## src/rtl/st7066u_write_engine.sv

```systemverilog
// st7066u_write_engine
//   Write engine for an ST7066U character LCD. Accepts one instruction/data
//   byte per valid/ready handshake and sequences RS/RW/E/DB with programmable
//   setup, enable-high, enable-low and execution-wait timing, in 8-bit or
//   4-bit bus mode. A power-on delay is enforced after every reset.
//
//   Optional feature macro: LCD_LONG_EXEC_EN
//     defined   - clear (8'h01) and return-home (8'h02/8'h03) instructions
//                 wait CLEAR_CYCLES; everything else waits EXEC_CYCLES.
//     undefined - every write waits EXEC_CYCLES.
//
// Ports
//   i_clk, i_reset   clock; synchronous active-high reset
//   i_valid/o_ready  request handshake (o_busy = ~o_ready)
//   i_rs, i_data     0 = instruction / 1 = data, byte to write
//   o_lcd_rs/rw/e    LCD control pins (rw is tied 0)
//   o_lcd_db         LCD DB7..DB0; in 4-bit mode nibble on [7:4], [3:0] = 0
module st7066u_write_engine #(
  parameter int unsigned BUS_WIDTH      = 8,
  parameter int unsigned SETUP_CYCLES   = 1,
  parameter int unsigned E_HIGH_CYCLES  = 3,
  parameter int unsigned E_LOW_CYCLES   = 11,
  parameter int unsigned EXEC_CYCLES    = 444,
  parameter int unsigned CLEAR_CYCLES   = 18240,
  parameter int unsigned POWERUP_CYCLES = 480000
) (
  input  logic       i_clk,
  input  logic       i_reset,
  input  logic       i_valid,
  output logic       o_ready,
  input  logic       i_rs,
  input  logic [7:0] i_data,
  output logic       o_busy,
  output logic       o_lcd_rs,
  output logic       o_lcd_rw,
  output logic       o_lcd_e,
  output logic [7:0] o_lcd_db
);

  function automatic int unsigned max2(input int unsigned a, input int unsigned b);
    return (a > b) ? a : b;
  endfunction

  localparam int unsigned MAXP = max2(max2(max2(SETUP_CYCLES, E_HIGH_CYCLES),
                                           max2(E_LOW_CYCLES, EXEC_CYCLES)),
                                      max2(CLEAR_CYCLES, POWERUP_CYCLES));
  localparam int unsigned CW = $clog2(MAXP) + 1;
  localparam bit FOUR_BIT = (BUS_WIDTH == 4);

  localparam logic [CW-1:0] LD_SETUP   = CW'(SETUP_CYCLES - 1);
  localparam logic [CW-1:0] LD_HIGH    = CW'(E_HIGH_CYCLES - 1);
  localparam logic [CW-1:0] LD_LOW     = CW'(E_LOW_CYCLES - 1);
  localparam logic [CW-1:0] LD_EXEC    = CW'(EXEC_CYCLES - 1);
  localparam logic [CW-1:0] LD_POWERUP = CW'(POWERUP_CYCLES - 1);

  // The NEXT_NIBBLE step takes no cycle of its own: it is folded into the
  // HOLD -> SETUP transition, where DB is reloaded with the low nibble.
  typedef enum logic [2:0] {
    S_POWERUP,
    S_IDLE,
    S_SETUP,
    S_PULSE,
    S_HOLD,
    S_EXEC
  } state_t;

  state_t        state, state_n;
  logic [CW-1:0] cnt, cnt_n;
  logic          rs_q, rs_n;
  logic [7:0]    db_q, db_n;
  logic [3:0]    lo_q, lo_n;
  logic          second_q, second_n;
  logic          ready_q, e_q;
  logic [CW-1:0] exec_load;

`ifdef LCD_LONG_EXEC_EN
  localparam logic [CW-1:0] LD_CLEAR = CW'(CLEAR_CYCLES - 1);
  logic long_q, long_n;
  logic is_long;

  assign is_long   = !i_rs && ((i_data == 8'h01) || (i_data[7:1] == 7'b0000001));
  assign exec_load = long_q ? LD_CLEAR : LD_EXEC;
`else
  assign exec_load = LD_EXEC;
`endif

  always_comb begin
    state_n  = state;
    cnt_n    = (cnt != '0) ? cnt - 1'b1 : cnt;
    rs_n     = rs_q;
    db_n     = db_q;
    lo_n     = lo_q;
    second_n = second_q;
`ifdef LCD_LONG_EXEC_EN
    long_n   = long_q;
`endif
    unique case (state)
      S_POWERUP: begin
        if (cnt == '0) state_n = S_IDLE;
      end
      S_IDLE: begin
        if (i_valid) begin
          rs_n     = i_rs;
          db_n     = FOUR_BIT ? {i_data[7:4], 4'h0} : i_data;
          lo_n     = i_data[3:0];
          second_n = 1'b0;
`ifdef LCD_LONG_EXEC_EN
          long_n   = is_long;
`endif
          cnt_n    = LD_SETUP;
          state_n  = S_SETUP;
        end
      end
      S_SETUP: begin
        if (cnt == '0) begin
          cnt_n   = LD_HIGH;
          state_n = S_PULSE;
        end
      end
      S_PULSE: begin
        if (cnt == '0) begin
          cnt_n   = LD_LOW;
          state_n = S_HOLD;
        end
      end
      S_HOLD: begin
        if (cnt == '0) begin
          if (FOUR_BIT && !second_q) begin
            db_n     = {lo_q, 4'h0};
            second_n = 1'b1;
            cnt_n    = LD_SETUP;
            state_n  = S_SETUP;
          end else begin
            cnt_n   = exec_load;
            state_n = S_EXEC;
          end
        end
      end
      S_EXEC: begin
        if (cnt == '0) state_n = S_IDLE;
      end
      default: begin
        cnt_n   = LD_POWERUP;
        state_n = S_POWERUP;
      end
    endcase
  end

  always_ff @(posedge i_clk) begin
    if (i_reset) begin
      state    <= S_POWERUP;
      cnt      <= LD_POWERUP;
      rs_q     <= 1'b0;
      db_q     <= '0;
      lo_q     <= '0;
      second_q <= 1'b0;
      ready_q  <= 1'b0;
      e_q      <= 1'b0;
`ifdef LCD_LONG_EXEC_EN
      long_q   <= 1'b0;
`endif
    end else begin
      state    <= state_n;
      cnt      <= cnt_n;
      rs_q     <= rs_n;
      db_q     <= db_n;
      lo_q     <= lo_n;
      second_q <= second_n;
      // Pins registered from next state so E and ready are glitch-free.
      ready_q  <= (state_n == S_IDLE);
      e_q      <= (state_n == S_PULSE);
`ifdef LCD_LONG_EXEC_EN
      long_q   <= long_n;
`endif
    end
  end

  assign o_ready  = ready_q;
  assign o_busy   = ~ready_q;
  assign o_lcd_rs = rs_q;
  assign o_lcd_rw = 1'b0;
  assign o_lcd_e  = e_q;
  assign o_lcd_db = db_q;

endmodule

```

## config.mk

```make
export PLATFORM = sky130hd
export DESIGN_NAME = st7066u_write_engine
export DESIGN_NICKNAME = d
export VERILOG_FILES = /design/src/rtl/st7066u_write_engine.sv
export SDC_FILE = /design/constraint.sdc
export NUM_CORES = 1
export LEC_CHECK = 0
export CORE_UTILIZATION = 48
export DETAILED_ROUTE_END_ITERATION = 12
export GPL_ROUTABILITY_DRIVEN = 0
export PLACE_DENSITY = 0.84
export RECOVER_POWER = 50
export SLEW_MARGIN = 5
export SYNTH_ARGS = -nofsm -noshare
export SYNTH_HDL_FRONTEND = slang
export SYNTH_SLANG_ARGS = --single-unit
```

## constraint.sdc

```tcl
create_clock -name i_clk -period 2.3 [get_ports i_clk]
set_input_delay 0.23 -clock i_clk [delete_from_list [all_inputs] [get_ports i_clk]]
set_output_delay 0.23 -clock i_clk [all_outputs]
set_load 0.005 [all_outputs]
```

Word level (Yosys, flattened, before mapping)
Index checks and enable logic that the tools add are counted.

cells by class
  add/sub/neg operators = 1
  muxes and demuxes = 12
  bitwise logic cells = 1
  equality and inequality tests = 7
  reduce and logical (&&, ||, !) cells = 5

operator list
  operator               count
  $mux 20                5
  $pmux 20 s5            1
  $logic_not 20->1       1
  $reduce_bool 20->1     1
  $sub 20x1->20 const B  1
  $mux 3                 5
  $pmux 3 s5             1
  $eq 3x2->1 const B     3
  $eq 3x1->1 const B     2
  $eq 3x3->1 const B     2
  $logic_not 3->1        1
  $reduce_and 2->1       1
  $reduce_or 2->1        1
  $not 1->1              1

storage, ports and cells
  input port bits = 12
  register bits = 34
  output and inout port bits = 13
  logic and storage cells = 32

Depth between registers and ports, before layout
Gate-level depths: netlist (run 1).

  depth after elaboration = 4
  gate-level depth with buffers = 10
  mapped depth without buffers = 10

Least setup slack after synthesis (run 1)
OpenSTA, ideal clock, no wires.

  path type = register -> register
  start point = register cnt[10]
  end point = register cnt[0]
  path slack = 198 ps
  required time = 2176 ps
  cell stages (with the launch flop) = 10
  buffers on the path = 1
  clock period less this slack = 2102 ps
  data arrival time = 1978 ps
  setup time = 124 ps
  cell sequence = dfxtp_1 or4_4 nand4bb_1 buf_6 nor2_8 inv_6 ha_1 nor2_1 a31oi_1 o21ai_0

between the ends
  cells in the longest elaborated chain, start to end = 4
  elaborated cells between the ends (all ways) = 8
  classes of those cells = 6 x mux; 2 x reduce/logical

ends and longest elaborated chain
  item                        line  source
  from (decl)                 68    logic [CW-1:0] cnt, cnt_n;
  from (signal assigned)      164   cnt <= cnt_n;
  $reduce_bool 20->1          89    cnt_n = (cnt != '0) ? cnt - 1'b1 : cnt;
  $mux 20                     89
  $mux 20 (on tied branches)  n/a
  $pmux 20 s5 *               97    unique case (state)

Mark *: on every way between the ends. The rest lies on a longest branch, timed or not.
A chain may end at the register's enable or synchronous reset.

Worst setup path after layout (run 1)
  start point = register cnt[11]
  end point = register cnt[0]

Same word-level chain as after synthesis.

==> results.tsv, run 1 <==
metric	value	unit
Synth Instances	211	
synth top area cells	dfxtp_1 38%, nand2_1 5.9%, a21oi_1 5.1%	
Post-Syn Area	0.00177	mm²
Hold Crit Class	register to register	
Max Clk Rate	445	MHz
largest family of logic cells by synthesized area	simple AND/OR/NAND/NOR gates	
number of synthesized register bits	34	
setup ws final	53.7	ps
Setup crit end kind	register	
most frequent cell after synthesis	dfxtp_1	
outcome	finished, final reports clean	
Hold Fails Final Rpt	0	
complex-gate fraction of the synthesized area	20.8	%
antenna violations before repair	0	
Slew HR	57.2	%
area share of fa/ha/maj cells after synthesis	2.12	%
Layout Skew	3.03	ps
maximum VDD drop	417	µV
Setup violations, final	0	
syn avg cell area	8.38	µm²
DIE HEIGHT	62.7	µm
grt ovf	0	
post-detail-place hpwl	2.68	mm
Period minus WS final	2250	ps
mux cell area share after synthesis	1.77	%
ys flop type	dfxtp_1	
vias	1595	
Ys Warns	0	
first-pass GRT wire length	6.63	mm
io pins	25	
Non-Filler Instances	282	
Reg2Reg Depth	9	
via count of the first global-routing pass	1452	
# rows	21	
share of layout cells above drive strength 1	11.4	%
CTS tree	built	
CP Class	register to register	
initial drt markers	115	
Starting Density	51.4	%
synth unique cells	45	
period utilisation layout	97.7	%
CTS Buffer Depth	2	
largest net degree at the start of global routing	17	
DIE WIDTH	62.7	µm
area occupied by registers	681	µm²
PortBufs	23	
hold path cells	2	
fill count	279	
Worst Setup Start Kind	register	
CORE AREA	0.00344	mm²
Clock Latency Late Sink	290	ps
Max FO, Critical Path	16	
Pleak	0.845	nW
Total GRT Usage	21.4	%
TritonCTS buffer count	5	
Commonest cells post-synth	34 x dfxtp_1, 28 x nand2_1, 18 x a21oi_1	
RSZ-0062 raised after global routing	yes	
worst hold slack	450	ps
post-synth net total	226	
clock-pin slew on the worst setup and hold paths	60	ps
Post-route DRC	0	
area of the multi-input gates	995	µm²
hold buffers post-CTS	0	
clock sink total	34	
post-synthesis xor/xnor area fraction	5.45	%
Worst EP required	2470	ps
Post-Synth Simple-Gate Area	24.4	%
actual slew at the worst max-slew pin	642	ps
1st-pass router iterations	4	
placed insts	275	
arrival time worst endpoint	2420	ps
vias per cell	5.66	
Max-cap violations	0	
Routed Antenna Nets	0	
power consumption	1.21	mW
post-synthesis sequential area ratio	38.5	%
Synth top area share	38.5	%
Post-Place Worst Slack	34.3	ps
clk root buf	clkbuf_8	
# H-tree levels	2	
Nets	251	
Post-synth EDFFs	0	
Synth area leader	dfxtp_1	
DRT Wirelength	3.88	mm
n_diodes	0	
Slew Limit Fails	0	
FFs w/ async S/R, synth	0	%
Die Area	0.00393	mm²
WL/cell	13.8	µm
synth-to-layout area growth	23.5	%
pwr dens	554	mW/mm²
layout by cell type, fill, tap and decap left out, types with 4 or more instances in the layout:
| master | Yosys | layout |
|---|---|---|
| nor2_1 | 15 | 15 |
| buf_4 | 4 | 6 |
| nand3_1 | 5 | 4 |
| clkdlybuf4s50_1 | 0 | 11 |
| xnor2_1 | 5 | 5 |
| dfxtp_1 | 34 | 34 |
| clkbuf_8 | 0 | 6 |
| nor3_1 | 10 | 10 |
| dlygate4sd3_1 | 0 | 12 |
| a21oi_1 | 18 | 18 |
| inv_1 | 8 | 8 |
| o211ai_1 | 4 | 4 |
| nand2_1 | 28 | 28 |
| a2111oi_0 | 4 | 4 |
| xor2_1 | 6 | 6 |
| o21ai_0 | 17 | 17 |
registers in the layout, summed over array words and instances (netlist names):
register	count
cnt	20
o_lcd_db	8
o_lcd_e	1
o_lcd_rs	1
o_ready	1
state	3
metrics by stage:
stage               cell area [µm²]  setup TNS, ps  utilization, %
floorplan                      1770              0               -
global placement               2050              0            59.5
detailed placement             2050              0            59.5
CTS                            2160              0            62.8
global route                   2180           -109            63.4
finish                         2180              0            63.4
layer usage:
metal	global-route usage [%]	part of all wire (%)	vias to the layer above
li1	-	-	801
met3	5.47	6.4	7
met1	25.7	44	733
met5	0	0	-
met2	35.2	49	54
met4	10.5	1.2	0
report_power, final:
group,switching (mW),internal [mW]
clock network,0.212,0.346
registers,0.00598,0.593
logic,0.0214,0.0302
total,0.239,0.970
worst max-delay path, stage by stage (launching register included):
cell and delay, ps:
dfxtp_1 340, or4_4 560, nand4bb_4 260, buf_12 180, nor2_8 160, inv_6 70
ha_1 270, nor2_1 40, a31oi_1 160, o21ai_0 100
final timing paths:
kind | endpoint | slack, ps | startpoint
hold / removal | o_lcd_db[6] | 450 | o_lcd_db[6]
setup reg to reg | cnt[0] | 50 | cnt[11]
setup / recovery | cnt[0] | 50 | cnt[11]
hold reg to reg | o_lcd_db[6] | 450 | o_lcd_db[6]
cell families after synthesis:
family,count (synthesis)
AO/OA/AOI/OAI,58
XOR/XNOR,11
adder cells (fa/ha/maj),3
buffers and inverters,22
flip-flops,34
multiplexers,3
other,1
AND/OR/NAND/NOR,79
area by class of cell:
type / instances / area share, %
multi-input cells: 155 / 45.6
clock inverters: 1 / 1.38
clock buffers: 6 / 3.78
inverters: 9 / 1.78
flip-flops and latches: 34 / 31.2
repair buffers: 31 / 13.7
well taps: 46 / 2.64
repair_timing:
item                       4_1_cts  5_1_grt
setup buffers                    0        0
gates resized for setup          0        3
setup endpoints to repair        0       10
No activity file was read; power rests on OpenSTA's default activity.
==> inputs of run 2 (changes only) <==
Settings changed: SETUP_SLACK_MARGIN set to 0.1.
==> results.tsv, run 2 (same netlist as run 1, synthesis figures left out) <==
metric	value	unit	change
Setup violations, final	0		unchanged
hold path cells	2		unchanged
Period minus WS final	2150	ps	was 2250 ps
n_diodes	0		unchanged
worst hold slack	451	ps	was 450 ps
CTS tree	built		unchanged
largest net degree at the start of global routing	17		unchanged
Worst Setup Start Kind	register		unchanged
# H-tree levels	2		unchanged
fill count	272		was 279
clock-pin slew on the worst setup and hold paths	60	ps	about the same
Setup crit end kind	register		unchanged
Starting Density	51.4	%	unchanged
CP Class	register to register		unchanged
io pins	25		unchanged
clk root buf	clkbuf_8		unchanged
vias	1620		was 1595
TritonCTS buffer count	5		unchanged
actual slew at the worst max-slew pin	635	ps	was 642 ps
via count of the first global-routing pass	1478		was 1452
synth-to-layout area growth	29.4	%	was 23.5%
PortBufs	23		unchanged
power consumption	1.21	mW	about the same
RSZ-0062 raised after global routing	yes		unchanged
Die Area	0.00393	mm²	unchanged
slowest CP cell	or4_4		unchanged
Post-route DRC	0		unchanged
Nets	262		was 251
initial drt markers	77		was 115
DIE HEIGHT	62.7	µm	unchanged
hold buffers post-CTS	0		unchanged
Max Clk Rate	464	MHz	was 445 MHz
max incr delay on CP	550	ps	was 560 ps
Slew HR	57.7	%	was 57.2%
CORE AREA	0.00344	mm²	unchanged
area occupied by registers	684	µm²	was 681 µm²
vias per cell	5.53		was 5.66
Hold Fails Final Rpt	0		unchanged
period utilisation layout	93.7	%	was 97.7%
r2r endpoint	cnt[0]		unchanged
R2R setup slack	150	ps	was 50 ps
Cell Chain, Critical Path	or4_4 > nand4bb_4 > buf_12 > nor2_8 > inv_6 > ha_1 > nor2_1 > a31oi_1 > o21ai_1		was or4_4 > nand4bb_4 > buf_12 > nor2_8 > inv_6 > ha_1 > nor2_1 > a31oi_1 > o21ai_0
Routed Antenna Nets	0		unchanged
pwr dens	530	mW/mm²	was 554 mW/mm²
outcome	finished, final reports clean		unchanged
Layout Skew	3.17	ps	was 3.03 ps
CTS Buffer Depth	2		unchanged
Reg2Reg Depth	9		unchanged
post-detail-place hpwl	2.68	mm	unchanged
grt ovf	0		unchanged
WL/cell	14.1	µm	was 13.8 µm
CP delay by family, top	simple AND/OR/NAND/NOR gates		unchanged
final setup TNS	0	ps	unchanged
Max FO, Critical Path	8		was 16
Slew Limit Fails	0		unchanged
antenna violations before repair	0		unchanged
Critical R2R Launch	cnt[11]		unchanged
max reg flops	20		unchanged
maximum VDD drop	374	µV	was 417 µV
area of the multi-input gates	995	µm²	unchanged
share of layout cells above drive strength 1	15.8	%	was 11.4%
Worst Hold Path EP	o_lcd_db[6]		unchanged
Total GRT Usage	21.8	%	was 21.4%
Clock Latency Late Sink	290	ps	about the same
Hold Crit Start	o_lcd_db[6]		unchanged
clock sink total	34		unchanged
commonest non-fill, non-tap cells in the layout	33 x dfxtp_1, 28 x nand2_1, 18 x a21oi_1		was 34 x dfxtp_1, 28 x nand2_1, 18 x a21oi_1
DRT Wirelength	4.15	mm	was 3.88 mm
WP buf/inv	2		unchanged
first-pass GRT wire length	6.76	mm	was 6.63 mm
Worst EP required	2480	ps	was 2470 ps
Biggest register	cnt		unchanged
Pleak	0.907	nW	was 0.845 nW
arrival time worst endpoint	2330	ps	was 2420 ps
commonest non-fill, non-tap cell in the layout	dfxtp_1		unchanged
Hold Crit Class	register to register		unchanged
Max-cap violations	0		unchanged
# rows	21		unchanged
1st-pass router iterations	4		unchanged
DIE WIDTH	62.7	µm	unchanged
run 2: changes by cell type in the layout (fill, tap and decap cells not counted), sizes merged:
cell and delta:
buf +10, clkbuf +1
run 2: per-layer routing:
layer	vias up	wire (µm)	share of wire (%)	track usage, %
li1	821	-	-	-
met1	747	1800	43	25.8
met2	42	2050	49	36.4
met3	10	214	5.2	5.47
met4	0	85	2.1	10.5
met5	-	0	0	0
run 2: stage by stage:
step	area [µm²]	std cells	worst slack [ps]	util, %
CTS	2180	282	59.6	63.4
floorplan	1770	211	198	-
global placement	2050	275	76.3	59.5
finish	2290	293	145	66.4
global route	2290	293	75.9	66.4
detailed placement	2050	275	34.3	59.5
run 2: worst reg2reg max path, stage by stage, from the launching register on:
cell       delay (ps)
dfxtp_4           340
or4_4             550
nand4bb_4         230
buf_12            170
nor2_8            140
inv_6              60
ha_1              270
nor2_1             40
a31oi_1           160
o21ai_1            80
run 2: worst max-delay path by stage:
stage / from / depth (start not counted) / endpoint / slack (ps)
after global routing: cnt[11] / 9 / cnt[0] / 80
after detailed placement: cnt[11] / 9 / cnt[0] / 30
after floorplan: cnt[10] / 9 / cnt[0] / 200
after global placement: cnt[11] / 9 / cnt[0] / 80
final: cnt[11] / 9 / cnt[0] / 150
after CTS: cnt[11] / 9 / cnt[0] / 60
run 2: final cells by class:
type / instances / share of cell area (%)
clock buffers: 6 / 3.61
flip-flops and latches: 34 / 29.9
repair buffers: 42 / 17.5
clock inverters: 1 / 1.31
multi-input cells: 155 / 43.5
well taps: 46 / 2.52
inverters: 9 / 1.70
run 2: power breakdown:
part | internal [mW] | switching [mW]
Sequential | 0.592 | 0.00609
Clock | 0.346 | 0.215
Combinational | 0.0303 | 0.0219
Total | 0.969 | 0.243
run 2: repair_timing:
item / CTS / global route
gates cloned: 0 / 1
pin swaps: 2 / 4
setup buffers: 0 / 10
setup endpoints to repair: 10 / 12
hold endpoints to repair: 0 / 0
resized for setup: 2 / 4
==> patch 1 (config.mk and constraints of run 2) <==
The 6 states of `state_t` get a Gray code encoding in 3 bits.
--- a/src/rtl/st7066u_write_engine.sv
+++ b/src/rtl/st7066u_write_engine.sv
@@ -58,8 +58,8 @@
   typedef enum logic [2:0] {
-    S_POWERUP,
-    S_IDLE,
-    S_SETUP,
-    S_PULSE,
-    S_HOLD,
-    S_EXEC
+    S_POWERUP = 3'b000,
+    S_IDLE    = 3'b001,
+    S_SETUP   = 3'b011,
+    S_PULSE   = 3'b010,
+    S_HOLD    = 3'b110,
+    S_EXEC    = 3'b111
   } state_t;
Function: no difference found for any inputs over 10 cycles, from zero or initial values and one cycle with i_reset high; not proved beyond that.
==> patch 1 against run 2 <==
  * Utilization fell by 2.0 points
  * Synthesized area fell by 5.6%
  * Sequential cell count did not move
  * Setup slack improved by 0.0082 ns
  * Routed wire length fell by 4.3%
  * First-iteration DRC count rose by 19%
  * Power rose by 7.2%
  * Design area fell by 6.0%
  * Sequential power rose by 6.2%
  * Clock skew rose by 0.014 ns
  * Non-clock buffer count fell by 6
  * Global-route usage rose by 1.5 points
  * Count of clock-buffer cells in the layout fell by 1
==> patch 1: results (changes against run 2) <==
metric	value	unit	change
grt_use_met1	27.7	%	+1.8 points
grt_pass1_vias	1471		-0.47%
arrival	2.44	ns	+0.11 ns
min_to	o_lcd_db[2]		
use_met3	6.40	%	+0.92 points
seq_area_frac_synth	40.8	%	+2.3 points
hold_class	primary input to flop		
r2r_cells	5		-4
setup_ws	0.153	ns	+0.00815 ns
finalPower	1300	uW	+7.2%
drive_above_1_share	12.7	%	-3.1 points
pwr-share-clk	43.3	%	-3.0 points
synthAdderAreaFrac	3.00	%	+0.88 points
holdWs	0.402	ns	-0.0483 ns
met3WireLength	194	um	-9.3%
drt-met1-wl	1750	um	-2.5%
finalWirelength	3970	um	-4.3%
critPathLaunch	cnt[8]		
synth_compound_area_share	17.6	%	-3.2 points
synthCells	209		-0.95%
hpwl	2860	um	+6.8%
post-place-cells	281		+2.2%
clkSlewWorstSetupHoldPaths	0.12	ns	+0.06 ns
root_buffer	clkbuf_4		
gr-usage-met2	39.9	%	+3.5 points
grt_usage	23.2	%	+1.5 points
yosys-top-cells-count	dfxtp_1 (34), a21oi_1 (28), nand2_1 (27)		
leakage	0.000788	uW	-13%
muxShareOfSynthArea	1.27	%	-0.49 points
synth_xor_area_share	6.82	%	+1.4 points
status	finished, final reports clean		
share_comb_of_total_power	7.7	%	+3.4 points
grt_max_degree	18		+1
dr_wl_met2	1950	um	-4.6%
hp-start	i_data[2]		
layout.nets	259		-1.1%
ir_worst_vdd	0.361	mV	-3.5%
synth_cell_types	35		-22%
place_ws	0.163	ns	+0.129 ns
clock_latency	0.36	ns	+0.07 ns
switching_share	22.9	%	+2.9 points
drt_iter0_drc	92		+19%
-- patch 1: cell count changes in the layout (fill, tap and decap cells not counted), sizes merged, moves of 3 or more --
cell     delta
nand3b      +3
a21oi      +10
buf         -5
o211ai      -3
o21ai       -5
nand4       +7
a2111oi     -4
-- patch 1: final cells by class --
type / instances / area, sq um / area share, %
timing repair buffer: 36 / 324 / 15.1
inverter: 7 / 26.3 / 1.22
multi-input combinational: 159 / 952 / 44.3
clock inverter: 3 / 68.8 / 3.20
tap: 46 / 57.6 / 2.68
clock buffer: 5 / 37.5 / 1.75
sequential: 34 / 684 / 31.8
-- patch 1: kinds of logic after synthesis --
group,count (synthesis)
AO/OA/AOI/OAI,52
other,1
flip-flops,34
adder cells (fa/ha/maj),4
buffers and inverters,16
AND/OR/NAND/NOR,87
XOR/XNOR,13
multiplexers,2
-- patch 1: what timing repair did --
item / in CTS / in global routing
gates resized for setup: 0 / 5
endpoints found under the setup margin: 0 / 6
buffers inserted: 0 / 1
==> patch 2 (settings of run 2) <==
Made on the original files. Change the parameter `BUS_WIDTH` from 8 to 4.
--- a/src/rtl/st7066u_write_engine.sv
+++ b/src/rtl/st7066u_write_engine.sv
@@ -18,3 +18,3 @@
 module st7066u_write_engine #(
-  parameter int unsigned BUS_WIDTH      = 8,
+  parameter int unsigned BUS_WIDTH      = 4,
   parameter int unsigned SETUP_CYCLES   = 1,
Behaviour: no difference found for any inputs over 10 cycles, from zero or initial values and one cycle with i_reset high; that may be too few to reach the edited logic, so the function may still have changed.
==> patch 2 against run 2 <==
  * Largest power group unchanged
  * Largest cell class unchanged
  * Power fell by 7.6%
  * Sequential cell count rose by 1
  * Cell count did not move
  * Critical endpoint unchanged
  * Synthesized area rose by 11%
  * Fmax rose by 4.6%
  * Die area rose by 11%
  * Setup slack improved by 0.095 ns
  * Highest routed layer unchanged
  * Design area fell by 0.71%
  * Via count rose by 6.6%
  * Routed wire length rose by 1.7%
==> patch 2: results (changes against run 2) <==
metric	value	unit	change
status	finished, final reports clean		
switchingPower	266	uW	+9.6%
synth_cell_types	54		+20%
layout.nets	259		-1.1%
worstMarginPinSlew	0.527	ns	-0.108 ns
clkSlewWorstSetupHoldPaths	0.08	ns	+0.02 ns
pwr-share-clk	39.5	%	-6.8 points
grt_pass1_vias	1632		+10%
leakage	0.000750	uW	-17%
critPathMaxStageDelay	0.38	ns	-0.17 ns
io_buffers	19		-17%
worst-path-max-fanout	12		+4
grt_max_degree	16		-1
grt_usage	21.7	%	-0.064 points
place_ws	0.202	ns	+0.168 ns
drt_iter0_drc	120		+56%
ir_worst_vdd	0.475	mV	+27%
vias	1727		+6.6%
synth.area.top_cells	dfxtp_1 (36%), mux2i_1 (5.1%), nor2_1 (4.4%)		
finalWirelength	4210	um	+1.7%
synthCells	223		+5.7%
slowest_stage	dfxtp_1		
post-place-cells	283		+2.9%
r2r_cells	7		-2
seq_area_frac_synth	35.7	%	-2.8 points
finClkSkew	0.00858	ns	+0.00541 ns
[patch 2: cell families after synthesis]
group / Yosys count / synth area share, %
adder cells (fa/ha/maj): 3 / 1.91
multiplexers: 10 / 5.11
XOR/XNOR: 9 / 4.02
AO/OA/AOI/OAI: 58 / 20.2
AND/OR/NAND/NOR: 83 / 26.5
flip-flops: 35 / 35.7
buffers and inverters: 24 / 6.38
other: 1 / 0.191
[patch 2: cell type report]
class                           count  area (sq um)
Fill cell                         318          1530
Multi-Input combinational cell    168          1150
Sequential cell                    35           701
Timing Repair Buffer               27           246
Clock buffer                        5          68.8
Tap cell                           48          60.1
Inverter                            7          26.3
Clock inverter                      3          20.0
[patch 2: timing repair]
| action | CTS | global route |
|---|---|---|
| gates resized for setup | 0 | 0 |
| endpoints found under the setup margin | 0 | 1 |
| setup buffers | 0 | 2 |
[patch 2: worst min-delay path, cell delays in order, from the launching register on]
cell and delay (ns):
dfxtp_1 0.31, nor2_1 0.09, a211oi_1 0.05
[patch 2: how the worst max path moves through the flow]
stage | depth (start not counted) | slack [ns] | to
after floorplan | 8 | 0.39 | cnt[0]
after global placement | 7 | 0.27 | cnt[0]
after detailed placement | 7 | 0.20 | cnt[0]
after CTS | 7 | 0.18 | cnt[0]
after global routing | 7 | 0.10 | cnt[0]
final | 7 | 0.24 | cnt[0]
[patch 2: power by group through the flow]
stage	sequential [uW]	combinational (uW)	clock, uW
5_1_grt	615	69.0	478
4_1_cts	615	61.9	448
3_3_place_gp	629	59.9	0
2_1_floorplan	628	36.6	0
6_report	615	62.3	443
3_5_place_dp	629	61.5	0
[patch 2: per-layer routing]
| metal | global-route usage [%] | wire, um |
|---|---|---|
| met1 | 28.8 | 1920 |
| met2 | 33.9 | 1960 |
| met3 | 4.66 | 258 |
| met4 | 8.70 | 78 |
| met5 | 0 | 0 |
